[config.mk]
export PLATFORM = sky130hd
export DESIGN_NAME = timer_arbiter_flat
export DESIGN_NICKNAME = d
export VERILOG_FILES = /design/src/rtl/timer_arbiter_if.sv /design/src/rtl/timer_arbiter.sv /design/src/flat_wrapper.sv
export SDC_FILE = /design/constraint.sdc
export NUM_CORES = 1
export LEC_CHECK = 0
export ABC_AREA = 1
export CAP_MARGIN = 10
export CORE_ASPECT_RATIO = 0.75
export CORE_MARGIN = 2
export CORE_UTILIZATION = 30
export CTS_BUF_LIST = sky130_fd_sc_hd__clkbuf_4 sky130_fd_sc_hd__clkbuf_8
export CTS_CLUSTER_SIZE = 24
export DETAILED_ROUTE_END_ITERATION = 8
export GPL_TIMING_DRIVEN = 0
export HOLD_SLACK_MARGIN = 0.1
export SETUP_SLACK_MARGIN = 0.05
export SLEW_MARGIN = 40
export SYNTH_ARGS = -nofsm -noshare
export SYNTH_HDL_FRONTEND = slang
export SYNTH_SLANG_ARGS = --single-unit
export TNS_END_PERCENT = 1
[constraint.sdc]
create_clock -name clk -period 1.51 [get_ports clk]
set_input_delay 0.2265 -clock clk [delete_from_list [all_inputs] [get_ports clk]]
set_output_delay 0.2265 -clock clk [all_outputs]
set_load 0.02 [all_outputs]
[src/rtl/timer_arbiter_if.sv]
// Request/grant bundle between the requesting agents and the shared interval timer.
// The master side raises requests and lengths; the slave side (the arbiter) returns grant and timer status.
interface timer_arbiter_if #(
    parameter int NUM_REQ = 4,
    parameter int CNT_W   = 8
);
    localparam int OWN_W = $clog2(NUM_REQ);

    logic [NUM_REQ-1:0]       req_i;
    logic [NUM_REQ*CNT_W-1:0] len_i;
    logic [NUM_REQ-1:0]       gnt_o;
    logic [NUM_REQ-1:0]       done_o;
    logic                     busy_o;
    logic [OWN_W-1:0]         owner_o;
    logic [CNT_W-1:0]         cnt_o;

    modport master (
        output req_i, len_i,
        input  gnt_o, done_o, busy_o, owner_o, cnt_o
    );

    modport slave (
        input  req_i, len_i,
        output gnt_o, done_o, busy_o, owner_o, cnt_o
    );
endinterface

[src/rtl/timer_arbiter.sv]
// Round-robin owner of one down-counting interval timer shared by NUM_REQ requesters.
// A grant lasts len+1 cycles, is followed by a one-cycle done pulse, and is dropped early if the owner releases its request.
module timer_arbiter #(
    parameter int NUM_REQ = 4,
    parameter int CNT_W   = 8
) (
    input  logic           clk,
    input  logic           reset,
    timer_arbiter_if.slave bus
);
    localparam int OWN_W = $clog2(NUM_REQ);

    typedef enum logic {
        IDLE = 1'b0,
        RUN  = 1'b1
    } state_t;

    state_t             state_q;
    logic [NUM_REQ-1:0] gnt_q;
    logic [NUM_REQ-1:0] done_q;
    logic               busy_q;
    logic [OWN_W-1:0]   owner_q;
    logic [CNT_W-1:0]   cnt_q;
    logic [OWN_W-1:0]   last_ptr_q;

    logic [OWN_W-1:0]   win_d;
    logic               any_req;

    // Scan from farthest to nearest so the candidate closest after last_ptr_q is written last and wins.
    always_comb begin
        win_d   = last_ptr_q;
        any_req = |bus.req_i;
        for (int i = NUM_REQ; i >= 1; i--) begin
            logic [OWN_W-1:0] cand;
            cand = OWN_W'((int'(last_ptr_q) + i) % NUM_REQ);
            if (bus.req_i[cand]) begin
                win_d = cand;
            end
        end
    end

    always_ff @(posedge clk) begin
        if (reset) begin
            state_q    <= IDLE;
            gnt_q      <= '0;
            done_q     <= '0;
            busy_q     <= 1'b0;
            owner_q    <= '0;
            cnt_q      <= '0;
            last_ptr_q <= OWN_W'(NUM_REQ - 1);
        end else begin
            done_q <= '0;
            case (state_q)
                IDLE: begin
                    if (any_req) begin
                        state_q    <= RUN;
                        gnt_q      <= NUM_REQ'(1) << win_d;
                        busy_q     <= 1'b1;
                        owner_q    <= win_d;
                        cnt_q      <= bus.len_i[win_d*CNT_W +: CNT_W];
                        last_ptr_q <= win_d;
                    end
                end
                RUN: begin
                    // Release by the owner takes priority over expiry, so no done pulse on abort.
                    if (!bus.req_i[owner_q]) begin
                        state_q <= IDLE;
                        gnt_q   <= '0;
                        busy_q  <= 1'b0;
                        cnt_q   <= '0;
                    end else if (cnt_q != '0) begin
                        cnt_q <= cnt_q - 1'b1;
                    end else begin
                        state_q <= IDLE;
                        gnt_q   <= '0;
                        busy_q  <= 1'b0;
                        done_q  <= NUM_REQ'(1) << owner_q;
                    end
                end
                default: state_q <= IDLE;
            endcase
        end
    end

    assign bus.gnt_o   = gnt_q;
    assign bus.done_o  = done_q;
    assign bus.busy_o  = busy_q;
    assign bus.owner_o = owner_q;
    assign bus.cnt_o   = cnt_q;
endmodule

[src/flat_wrapper.sv]
// flat-port wrapper written by rule: the top's interface ports become plain ports
module timer_arbiter_flat 
#(
    parameter int NUM_REQ = 4,
    parameter int CNT_W   = 8
)
  (clk, reset, bus_req_i, bus_len_i, bus_gnt_o, bus_done_o, bus_busy_o, bus_owner_o, bus_cnt_o);
  timer_arbiter_if #(.NUM_REQ(NUM_REQ), .CNT_W(CNT_W)) bus_i ();
  input  logic clk;
  input  logic reset;
  input wire logic [$bits(bus_i.req_i)-1:0] bus_req_i;
  input wire logic [$bits(bus_i.len_i)-1:0] bus_len_i;
  output wire logic [$bits(bus_i.gnt_o)-1:0] bus_gnt_o;
  output wire logic [$bits(bus_i.done_o)-1:0] bus_done_o;
  output wire logic [$bits(bus_i.busy_o)-1:0] bus_busy_o;
  output wire logic [$bits(bus_i.owner_o)-1:0] bus_owner_o;
  output wire logic [$bits(bus_i.cnt_o)-1:0] bus_cnt_o;
  assign bus_i.req_i = bus_req_i;
  assign bus_i.len_i = bus_len_i;
  assign bus_gnt_o = bus_i.gnt_o;
  assign bus_done_o = bus_i.done_o;
  assign bus_busy_o = bus_i.busy_o;
  assign bus_owner_o = bus_i.owner_o;
  assign bus_cnt_o = bus_i.cnt_o;
  timer_arbiter #(.NUM_REQ(NUM_REQ), .CNT_W(CNT_W)) u_core (.clk(clk), .reset(reset), .bus(bus_i));
endmodule
==> run_results.csv <==
group,metric,value,unit
setup_path,critical_path.max_fanout,10,
placed_design,place_area,2286,um^2
global_route,grt_pass1_vias,1425,
setup_path,startpoint,"u_core.last_ptr_q[0]",
timing,min_period,1765,ps
timing,fmax,566.5,MHz
global_route,grt_max_degree,14,
placed_design,hpwl,3356,um
logic_synthesis,synth_nets,286,
power_and_ir_drop,clkPwrFrac,0.105,
layout,syn_to_final_growth,52.16,%
power_and_ir_drop,pwr_density_cell,2145,nW/um^2
clock_network,clk_pin_slew,90,ps
clock_network,cts_buffers,3,
logic_synthesis,synth.area.top_cells,"dfxtp_1, nand2_1, nand2_2",
hold_path,min_path_type,"in2reg",
die,chipHeight,67.72,um
timing,fin_crit_sh,1.169,
clock_network,clk_latency,260,ps
logic_synthesis,ys_seq_area_frac,0.2712,
die,std_cell_rows,23,
power_and_ir_drop,p_leak,1.209,nW
timing,hold_viol_final,0,
power_and_ir_drop,switching_share,0.4870,
routing,dr.first_iter.drc_count,47,
routing,via_count,1703,
logic_synthesis,avgSynthCellArea,6.575,um^2
logic_synthesis,async_reset_ff_frac,0,
timing,worst_pin_slew,580.4,ps
logic_synthesis,yosysTopAreaCellShare,0.2712,
global_route,grt_overflow,0,
logic_synthesis,synth_top_cell_by_area,"dfxtp_1",
logic_synthesis,yosysMostFrequentCell,"nand2_1",
power_and_ir_drop,intPower,2.719,mW
routing,wl_per_cell,11.23,um
die,die_area,6024,um^2
die,core,5295,um^2
timing,skew,2.148,ps
die,die_x,88.96,um
timing,rsz0062_at_grt,"true",
logic_synthesis,synth_edf_count,0,
timing,setup_ws,-255.3,ps
routing,drt_wl_total,4335,um
logic_synthesis,syn_inst,247,
power_and_ir_drop,p_comb_frac,0.718,
logic_synthesis,synth-seq-cells,22,
logic_synthesis,synthFlopType,"dfxtp_1",
power_and_ir_drop,peakVddDrop,1.235,mV
clock_network,htreeDepth,1,
logic_synthesis,synth_common_cells,"nand2_1, nand2_2, nand3_1",
routing,dr.pass1.iters,4,
status,status,"complete, but fails checks",
power_and_ir_drop,p_sw,2.581,mW
clock_network,hold_buffers,0,
clock_network,cts_tree,"done",
setup_path,timing.critical_path.from_type,"flip-flop",
die,start_util,0.3067,
layout,stdcell_area,2471,um^2
status,violations,"setup timing",
layout,layout-drive-gt1-share,0.2669,
placed_design,port_buffers,55,
setup_path,critPathKind,"reg2reg",
power_and_ir_drop,p_seq_frac,0.177,
global_route,grt_antenna_before_repair,0,
layout,fillers,573,
timing,slew_violations,0,
setup_path,end_kind,"flip-flop",
setup_path,arrival,1970,ps
logic_synthesis,netlist_area,1624,um^2
logic_synthesis,yosysUniqueCellTypes,30,
clock_network,cts_sinks,22,
routing,drc,0,
timing,max-slew-margin-rel,0.6117,
placed_design,placed_cells_incl_taps,377,
routing,routed_via_density,4.412,
global_route,grt_use_total,0.1398,
routing,ant_nets,0,
hold_path,min_from,"reset",
layout,stdcell_count,386,
flow_run,maxCapViolCount,0,
setup_path,regToRegStartpoint,"u_core.last_ptr_q[0]",
layout,nets,351,
clock_network,cts_root_buf,"clkbuf_8",
logic_synthesis,yosys_warnings,0,
die,io_pins,57,
clock_network,clockBufferDepth,2,
timing,setup_viol,15,
global_route,grt_pass1_wl,6699,um
setup_path,crit_required,1710,ps
layout,num_antenna_cells,0,
placed_design,gp_congestion,0.7725,
metrics by stage:
stage / util / power, mW / hold WS, ps / TNS, ps / setup slack, ps
global route: 0.4667 / 5.783 / 369.8 / -4998 / -407.4
detailed placement: 0.4317 / 4.509 / 474.1 / -10350 / -609.7
global placement: 0.4317 / 4.489 / 456.4 / -9912 / -581.3
floorplan: - / 3.611 / 527.1 / -836.9 / -82.56
finish: 0.4667 / 5.300 / 335.9 / -2144 / -255.3
CTS: 0.4556 / 5.169 / 341.3 / -2611 / -259.3
worst max-delay path, cell delays in order, from the launching register on:
cell and delay (ps):
dfxtp_2 330, buf_12 140, inv_8 70, nand2_1 60, nand3_2 70, nand2_1 70
inv_2 70, nand2_4 60, nand2_4 60, nand2_4 80, nand2_4 90, buf_12 140
nand2_2 40, nand2_1 60, nand2_1 50, nand2_1 70, nand2_1 80, a21oi_2 120
cell type report:
cell class / instances / area [um^2] / share of cell area
tap: 75 / 93.84 / 0.03797
inverter: 23 / 98.84 / 0.04000
sequential: 22 / 447.9 / 0.1813
timing repair buffer: 60 / 590.6 / 0.2390
clock buffer: 3 / 41.29 / 0.01671
multi-input combinational: 193 / 1064 / 0.4304
clock inverter: 1 / 30.03 / 0.01215
buffer: 9 / 105.1 / 0.04253
what timing repair did:
action / CTS / global route
endpoints found under the setup margin: 32 / 27
buffers inserted: 3 / 2
resized for setup: 28 / 16
pin swaps: 2 / 0
endpoints found under the hold margin: 0 / 0
sequential cells by signal, indices dropped and copies added (netlist names):
signal              cells
u_core.bus.cnt_o        8
u_core.bus.owner_o      2
u_core.state_q          1
u_core.last_ptr_q       2
u_core.bus.gnt_o        4
u_core.bus.busy_o       1
u_core.bus.done_o       4
worst paths after layout:
kind | end | slack [ps] | cells past startpoint
worst max-delay path | u_core.bus.cnt_o[4] | -260 | 17
worst min-delay path | u_core.bus.gnt_o[2] | 340 | 2
worst max register to register | u_core.bus.cnt_o[4] | -260 | 17
worst min register to register | u_core.bus.gnt_o[3] | 480 | 2
layer usage:
layer  global-route usage  up-vias  share of wire
met5                    0        -              0
met4              0.01679        0         0.0018
met3              0.02323        2          0.061
met2               0.2062       48           0.42
met1               0.2169      723           0.51
li1                     -      930              -
power by group through the flow:
stage                     Combinational (mW)  Clock [mW]  Sequential, mW
after floorplan                         2.54           0            1.07
after detailed placement                3.57           0           0.938
final                                   3.81       0.556           0.937
after global placement                  3.55           0           0.941
after CTS                               3.68       0.558           0.933
after global routing                    4.24       0.577           0.964
placed cells by master, fill, tap and decap left out, types with 9 or more instances in the layout:
cell,n
o21ai_1,9
inv_1,11
inv_2,9
dfxtp_1,16
nand3_1,24
a21oi_1,17
dlygate4sd2_1,12
clkdlybuf4s50_1,36
nand2_1,72
nand2_2,30
cells by family (layout without fill, tap and decap cells):
kind of cell | Yosys count | in the layout | synth area share
simple gates | 146 | 146 | 0.4268
compound gates | 40 | 40 | 0.1518
buf+inv | 32 | 96 | 0.1102
flops | 22 | 22 | 0.2712
xor+xnor | 6 | 6 | 0.03236
fa+ha+maj | 1 | 1 | 0.007703
No activity file was read; power rests on OpenSTA's default activity.
